**config.mk**
```make
export PLATFORM = sky130hd
export DESIGN_NAME = sha_chain_accum
export DESIGN_NICKNAME = d
export VERILOG_FILES = /design/src/rtl/sha_pkg.sv /design/src/rtl/sha_iv_sel.sv /design/src/rtl/sha_chain_accum.sv
export SDC_FILE = /design/constraint.sdc
export NUM_CORES = 1
export LEC_CHECK = 0
export ABC_CLOCK_PERIOD_IN_PS = 3600
export BUFFER_PORTS_ARGS = -buffer_cell sky130_fd_sc_hd__clkbuf_2
export CORE_AREA = 3 3 306 308
export CTS_CLUSTER_SIZE = 14
export DETAILED_ROUTE_END_ITERATION = 7
export DIE_AREA = 0 0 309 311
export PLACE_DENSITY_LB_ADDON = 0.3
export SYNTH_ARGS = -nofsm -noshare
export SYNTH_HDL_FRONTEND = slang
export SYNTH_SLANG_ARGS = --single-unit
```
**constraint.sdc**
```tcl
create_clock -name clk -period 3.6 [get_ports clk]
set_input_delay 0.36 -clock clk [delete_from_list [all_inputs] [get_ports clk]]
set_output_delay 0.36 -clock clk [all_outputs]
set_load 0.01 [all_outputs]
```
**src/rtl/sha_pkg.sv**
```systemverilog
// Shared constants and types for the SHA chaining-value accumulator:
// the two standard initial hash values and the FSM state encoding.
package sha_pkg;

  typedef enum logic [1:0] {
    ST_IDLE   = 2'd0,
    ST_ACTIVE = 2'd1,
    ST_DONE   = 2'd2
  } state_t;

  localparam logic [31:0] IV_SHA256 [8] = '{
    32'h6a09e667, 32'hbb67ae85, 32'h3c6ef372, 32'ha54ff53a,
    32'h510e527f, 32'h9b05688c, 32'h1f83d9ab, 32'h5be0cd19
  };

  localparam logic [31:0] IV_SHA224 [8] = '{
    32'hc1059ed8, 32'h367cd507, 32'h3070dd17, 32'hf70e5939,
    32'hffc00b31, 32'h68581511, 32'h64f98fa7, 32'hbefa4fa4
  };

  function automatic logic [31:0] iv_word(input logic mode, input logic [2:0] idx);
    return mode ? IV_SHA224[idx] : IV_SHA256[idx];
  endfunction

endpackage

```
**src/rtl/sha_iv_sel.sv**
```systemverilog
// Combinational IV lookup: mode 0 selects SHA-256, mode 1 selects SHA-224.
module sha_iv_sel
  import sha_pkg::*;
(
  input  logic        mode,
  input  logic [2:0]  idx,
  output logic [31:0] iv
);

  assign iv = iv_word(mode, idx);

endmodule

```
**src/rtl/sha_chain_accum.sv**
```systemverilog
// Accumulates compression results into the SHA chaining value, counts blocks
// and publishes the final chaining value as the digest.
//
// state     | meaning
// ST_IDLE   | waiting for start; chain/count hold their last values
// ST_ACTIVE | accepting compression results on h_in
// ST_DONE   | one-cycle digest_valid pulse, then back to idle
module sha_chain_accum
  import sha_pkg::*;
#(
  parameter int NUM_WORDS = 8,
  parameter int CNT_W     = 16
) (
  input  logic                    clk,
  input  logic                    rst_n,
  input  logic                    start,
  input  logic                    mode,
  input  logic                    in_valid,
  output logic                    in_ready,
  input  logic                    in_last,
  input  logic [NUM_WORDS*32-1:0] h_in,
  output logic [NUM_WORDS*32-1:0] chain_out,
  output logic                    busy,
  output logic [CNT_W-1:0]        blk_cnt,
  output logic                    cnt_ovf,
  output logic                    digest_valid,
  output logic [NUM_WORDS*32-1:0] digest
);

  localparam logic [CNT_W-1:0] CNT_MAX = '1;

  state_t state, state_nxt;

  logic                    load_iv;
  logic                    accept;
  logic [NUM_WORDS*32-1:0] sum_flat;

  // start in DONE is ignored; start in ACTIVE aborts and wins over in_valid
  assign load_iv = start && (state != ST_DONE);
  assign accept  = (state == ST_ACTIVE) && in_valid && !start;

  always_ff @(posedge clk or negedge rst_n) begin
    if (!rst_n) state <= ST_IDLE;
    else        state <= state_nxt;
  end

  always_comb begin
    state_nxt = state;
    case (state)
      ST_IDLE:   if (start) state_nxt = ST_ACTIVE;
      ST_ACTIVE: if (!start && accept && in_last) state_nxt = ST_DONE;
      ST_DONE:   state_nxt = ST_IDLE;
      default:   state_nxt = ST_IDLE;
    endcase
  end

  always_comb begin
    in_ready     = 1'b0;
    busy         = 1'b0;
    digest_valid = 1'b0;
    case (state)
      ST_ACTIVE: begin
        in_ready = 1'b1;
        busy     = 1'b1;
      end
      ST_DONE: begin
        busy         = 1'b1;
        digest_valid = 1'b1;
      end
      default: ;
    endcase
  end

  for (genvar i = 0; i < NUM_WORDS; i++) begin : g_word
    logic [31:0] iv_sel;
    logic [31:0] chain;
    logic [31:0] sum;

    sha_iv_sel u_iv_sel (
      .mode (mode),
      .idx  (3'(i)),
      .iv   (iv_sel)
    );

    assign sum = chain + h_in[32*i +: 32];

    always_ff @(posedge clk or negedge rst_n) begin
      if (!rst_n)       chain <= IV_SHA256[i];
      else if (load_iv) chain <= iv_sel;
      else if (accept)  chain <= sum;
    end

    assign sum_flat[32*i +: 32]  = sum;
    assign chain_out[32*i +: 32] = chain;
  end

  always_ff @(posedge clk or negedge rst_n) begin
    if (!rst_n) begin
      blk_cnt <= '0;
      cnt_ovf <= 1'b0;
    end else if (load_iv) begin
      blk_cnt <= '0;
      cnt_ovf <= 1'b0;
    end else if (accept) begin
      if (blk_cnt == CNT_MAX) cnt_ovf <= 1'b1;
      else                    blk_cnt <= blk_cnt + 1'b1;
    end
  end

  always_ff @(posedge clk or negedge rst_n) begin
    if (!rst_n)                  digest <= '0;
    else if (accept && in_last)  digest <= sum_flat;
  end

endmodule

```
# == Yosys cells after proc, flatten, opt, wreduce, memory -nomap -nowiden ==
# Index checks and enable logic that the tools add are counted.
# totals
romBits,0
input_bits,262
output_inout_bits,532
mem_bits_rw,0
memories,0
ff_bits,531
latchBits,0
# classes
bitwise,0
shifts,0
div_mod_pow,0
n_mux,36
n_eq_ne,7
multipliers,0
order_cmp,0
add_sub_neg,9
n_reduce_logical,14
# op_table
op,count
$mux W32,21
$add A32 B32 Y32,8
$mux W31,2
$mux W16,3
$mux W28,1
$add A16 B1 Y16 const B,1
$eq A16 B16 Y1 const B,1
$logic_and A1 B1 Y1,6
$mux W1,6
$ne A2 B2 Y1 const B,3
$reduce_and A2 Y1,3
$mux W2,2
$pmux W2 S2,1
$reduce_bool A2 Y1,2
$eq A2 B1 Y1 const B,1
$eq A2 B2 Y1 const B,1
$logic_not A2 Y1,1
$ne A2 B1 Y1 const B,1
$reduce_or A2 Y1,1
$logic_not A1 Y1,1

# == Logic depth before layout (Yosys ltp) ==
# logic_depth
word_depth,7
depth_mapped,13
depth_no_buf,13

# == Cells and area by module ==
# Synthesis repeated with hierarchy kept, for this count alone.
# hier_totals
hier_cells,4502
area_unflattened_um2,38406.8
# modules_own_cells
module,area_per_inst_um2,cells_each,n_inst
sha_chain_accum,32548.7,3576,1
sha_iv_sel (g_word[3].u_iv_sel ...),721.9,115,5
sha_iv_sel (g_word[1].u_iv_sel),768.2,116,1
sha_iv_sel (g_word[2].u_iv_sel),762.0,116,1
sha_iv_sel (g_word[0].u_iv_sel),718.2,119,1

# == Worst setup path before layout ==
# Ideal clock, no wire load.
# synth_path
path_type,reg-to-reg
start,reg g_word[5].chain[0]
end,reg g_word[5].chain[30]
slack_ps,454
period_less_slack_ps,3146
required_ps,3463
arrival_time_ps,3009
stages_incl_launch_ff,13
setup_time_ps,137
cell_sequence,dfrtp_1 -> ha_1 -> fa_1 -> a21o_1 -> a2111oi_4 -> o21ai_2 -> nand3_1 -> a31o_2 -> a31oi_2 -> or3_1 -> a221oi_2 -> xor2_1 -> a21oi_1
# synth_between
elab_chain_len,3
# synth_lines
element,line,rtl
start: declaration,sha_chain_accum.sv:76,logic [31:0] chain;
start signal: assignment,sha_chain_accum.sv:88,if (!rst_n) chain <= IV_SHA256[i];
start signal: assignment,sha_chain_accum.sv:89,else if (load_iv) chain <= iv_sel;
start signal: assignment,sha_chain_accum.sv:90,else if (accept) chain <= sum;
$add A32 B32 Y32,sha_chain_accum.sv:85,assign sum = chain + h_in[32*i +: 32];
$mux W32,sha_chain_accum.sv:90,
$mux W32,sha_chain_accum.sv:89,
# No other way between the ends. The select of a mux whose other input is x is not followed.
# A chain may end at the register's enable or synchronous reset.

# == Final worst setup path ==
# Same ends and word-level chain as after synthesis.

==> impl_metrics.json <==
{
  "route.detailed.vias_per_inst": 5.40,
  "grt_overflow": 0,
  "layout_commonest_cell": "sky130_fd_sc_hd__clkbuf_2",
  "finalWeightedCongestion": 0.958,
  "crit_family": "compound AO/OA/AOI/OAI gates",
  "yosysUniqueCellTypes": 94,
  "post_dp_cell_area_um2": 38000,
  "timing.slew.headroom_pct": 11.1,
  "finalNetCount": 4870,
  "fillCellCount": 9076,
  "syn2layout_area_growth_pct": 25.0,
  "reg2reg_slack_ps": 140,
  "timing.reg2reg.worst_path_depth": 12,
  "grt_pass1_vias": 29900,
  "final_cell_mix": "sky130_fd_sc_hd__clkbuf_2 (792), sky130_fd_sc_hd__o21ai_0 (556), sky130_fd_sc_hd__nand2_1 (484)",
  "final.setup_skew_ps": 28.7,
  "clkSinkCount": 531,
  "crit_chain": "ha_1 -> fa_1 -> a21o_1 -> a2111oi_4 -> o21ai_2 -> nand3_1 -> a31o_2 -> a31oi_2 -> or3_1 -> a221oi_2 -> xor2_1 -> a21oi_1",
  "number_of_hold_violations_in_the_final_report": 0,
  "timing.final.max_slew_violations": 0,
  "yosys_register_bits": 531,
  "number_of_maximum_capacitance_constraint_violations": 0,
  "setup_tns_ps": 0,
  "share_of_synthesized_registers_carrying_an_async_set_or_reset_pct": 100,
  "p_clk_share_pct": 20.7,
  "wirelength_um": 126000,
  "layout.area.seq_um2": 13500,
  "timing.hold.worst.class": "input pin to flip-flop",
  "grt_setup_unrepaired": "no",
  "vdd.ir_drop.worst_mv": 0.418,
  "antenna_violating_nets_post_route": 0,
  "pin_count": 794,
  "mappedNetlistArea_um2": 32300,
  "synth_area_leader_cell": "sky130_fd_sc_hd__dfrtp_1",
  "report.final.setup_viol": 0,
  "power.density_cell_area_nw_per_um2": 832,
  "finalWorstPathRequiredPeriod_ps": 3460,
  "cp_num_cells": 12,
  "outcome": "finished, final reports clean",
  "floorplan.core_area_um2": 91400,
  "stdcell_area_um2": 40400,
  "cp_slowest_cell": "sky130_fd_sc_hd__fa_1",
  "fp.dieArea_um2": 96100,
  "critPathArrivalTime_ps": 3950,
  "initialDrtViolationCount": 2395,
  "seq_area_frac_synth_pct": 41.6,
  "buffers_from_clock_root_to_sink_at_most": 3,
  "p_int_mw": 19.1,
  "grt_start_max_net_pins": 243,
  "drt_drc_violations_left": 0,
  "clock.fmax_mhz": 289,
  "combinationalPowerShare_pct": 48.1,
  "critPathKind": "flip-flop to flip-flop",
  "path_buf_inv": 0,
  "total_switching_power_mw": 14.6,
  "timing.critical_path.to": "g_word[5].chain[30]$_DFFE_PN0P_",
  "grt_usage_pct": 25.5,
  "critPathMaxStageDelay_ps": 410,
  "worst_r2r_startpoint": "g_word[5].chain[0]$_DFFE_PN0P_",
  "switching_share_pct": 43.3,
  "multiInputGateArea_um2": 18100,
  "drt_pre_antenna_iters": 6,
  "final_worst_slack_ps": 136,
  "detailroute.via_count": 30200,
  "clockRootBuffer": "sky130_fd_sc_hd__clkbuf_16",
  "critPathLaunch": "g_word[5].chain[0]$_DFFE_PN0P_",
  "cp.required_ps": 4080,
  "grt_first_pass_wirelength_um": 188000,
  "std_cell_rows": 111,
  "dpl.hpwl_um": 96300,
  "yosysWarningCount": 0,
  "clkSlewWorstSetupHoldPaths_ps": 60,
  "wl_per_cell_um": 22.4,
  "power.sequential.fraction_pct": 31.2,
  "timing.final.crit_share_pct": 96.2,
  "fp.dieH_um": 311,
  "ctsHtreeMaxLevel": 3,
  "post_synth_top_flop": "sky130_fd_sc_hd__dfrtp_1",
  "port_buffers": 793,
  "number_of_antenna_violations_at_the_first_check_in_global_routing": 19,
  "critPathMaxFanout": 4,
  "die_w_um": 309,
  "yosys.area.top_type_share_pct": 30.6,
  "syn_area_per_cell_um2": 9.04,
  "synth_cells": 3578,
  "worst_hold_startpoint": "mode",
  "clock_latency_reported_for_the_late_side_of_the_worst_skew_pair_ps": 640,
  "yosys-top-cells-area": "sky130_fd_sc_hd__dfrtp_1 (31%), sky130_fd_sc_hd__dfstp_2 (11%), sky130_fd_sc_hd__ha_1 (9.8%)",
  "worstMarginPinSlew_ps": 1330,
  "type_of_origin_of_the_critical_path": "flip-flop",
  "synth_edf_count": 0,
  "preCtsSetupSlack_ps": 39.9,
  "floorplan.initialDensity_pct": 35.4,
  "critPathCaptureType": "flip-flop",
  "r2r-end": "g_word[5].chain[30]$_DFFE_PN0P_",
  "total_leakage_power_nw": 19.6,
  "post_route_cells_drive_above_1_share_pct": 27.3,
  "cts_buffers": 66,
  "tritoncts": "built",
  "syn_nets": 4101
}
[state kept, by name, summed over array words and instances (netlist names)]
register / flops
digest: 256
g_word.chain: 256
blk_cnt: 16
state: 2
cnt_ovf: 1
[area by class of cell]
| type | instances | share of cell area, % |
|---|---|---|
| diodes | 15 | 0.0929 |
| clock buffers | 98 | 5.07 |
| clock inverters | 24 | 0.545 |
| inverters | 70 | 0.650 |
| multi-input cells | 2803 | 44.7 |
| flip-flops and latches | 531 | 33.3 |
| well taps | 1186 | 3.67 |
| repair buffers | 875 | 12.0 |
[synthesized netlist by cell type, types with 26 or more instances]
cell / number
sky130_fd_sc_hd__o21ai_0: 558
sky130_fd_sc_hd__nand2_1: 486
sky130_fd_sc_hd__dfrtp_1: 395
sky130_fd_sc_hd__a21oi_1: 336
sky130_fd_sc_hd__ha_1: 253
sky130_fd_sc_hd__clkbuf_1: 158
sky130_fd_sc_hd__nor2_1: 141
sky130_fd_sc_hd__dfstp_2: 136
sky130_fd_sc_hd__xor2_1: 122
sky130_fd_sc_hd__xnor2_1: 119
sky130_fd_sc_hd__a21o_1: 117
sky130_fd_sc_hd__nand3_1: 97
sky130_fd_sc_hd__inv_1: 70
sky130_fd_sc_hd__a211oi_1: 38
sky130_fd_sc_hd__nor3_1: 37
sky130_fd_sc_hd__nand4_1: 34
sky130_fd_sc_hd__o21bai_1: 32
sky130_fd_sc_hd__and3_1: 31
sky130_fd_sc_hd__o21a_1: 30
sky130_fd_sc_hd__nand2b_1: 28
sky130_fd_sc_hd__a31oi_1: 26
[worst min path at each step]
stage / to / cells past startpoint / slack [ps]
after floorplan: blk_cnt[0]$_DFFE_PN0P_ / 0 / 60
after global placement: digest[228]$_DFFE_PN0P_ / 1 / 400
after detailed placement: digest[228]$_DFFE_PN0P_ / 1 / 410
after CTS: g_word[2].chain[11]$_DFFE_PN0P_ / 3 / 20
after global routing: g_word[2].chain[11]$_DFFE_PN0P_ / 3 / 50
final: g_word[2].chain[11]$_DFFE_PN0P_ / 3 / 80
[worst min-delay path, delay by kind of cell]
| family | cells | cell delay, ps |
|---|---|---|
| AO/OA/AOI/OAI | 1 | 40 |
| buffers and inverters | 1 | 140 |
| AND/OR/NAND/NOR | 1 | 120 |
[cells by family (layout without fill, tap and decap cells)]
kind of cell             Yosys count  in the layout  synth area share (%)
AO/OA/AOI/OAI                   1326           1326                  24.7
AND/OR/NAND/NOR                  953            953                  13.3
flip-flops                       531            531                  41.6
adder cells (fa/ha/maj)          261            261                  10.3
buffers and inverters            244           1067                  2.85
XOR/XNOR                         243            243                  6.67
multiplexers                      20             20                 0.662
other                              0             15                     0
[stage by stage]
step | instances | utilization, % | hold slack, ps | power (mW)
6_report | 5602 | 44.2 | 83.4 | 33.6
5_1_grt | 5596 | 44.2 | 52.3 | 36.0
4_1_cts | 5585 | 44.1 | 23.1 | 33.7
3_5_place_dp | 5462 | 41.6 | 409 | 26.6
3_3_place_gp | 5462 | 41.6 | 403 | 26.5
2_1_floorplan | 3578 | - | 64.4 | 19.9
[per-layer routing]
metal	routed length [um]	track usage, %
met1	50800	31.1
met2	59200	42.0
met3	9800	6.34
met4	5880	12.0
met5	34	0
[power groups by stage]
stage / clock network [mW] / logic (mW) / registers (mW)
6_report: 6.95 / 16.2 / 10.5
5_1_grt: 7.37 / 17.9 / 10.8
4_1_cts: 7.11 / 16.1 / 10.5
3_5_place_dp: 0 / 16.1 / 10.5
3_3_place_gp: 0 / 16.0 / 10.5
2_1_floorplan: 0 / 8.84 / 11.0
[timing repair]
item | 4_1_cts | 5_1_grt
hold endpoints to repair | 37 | 0
endpoints found under the setup margin | 0 | 15
setup buffers | 0 | 2
gates resized for setup | 0 | 12
hold buffers | 1 | 0
Note: power is estimated with default switching activity, not from simulation.
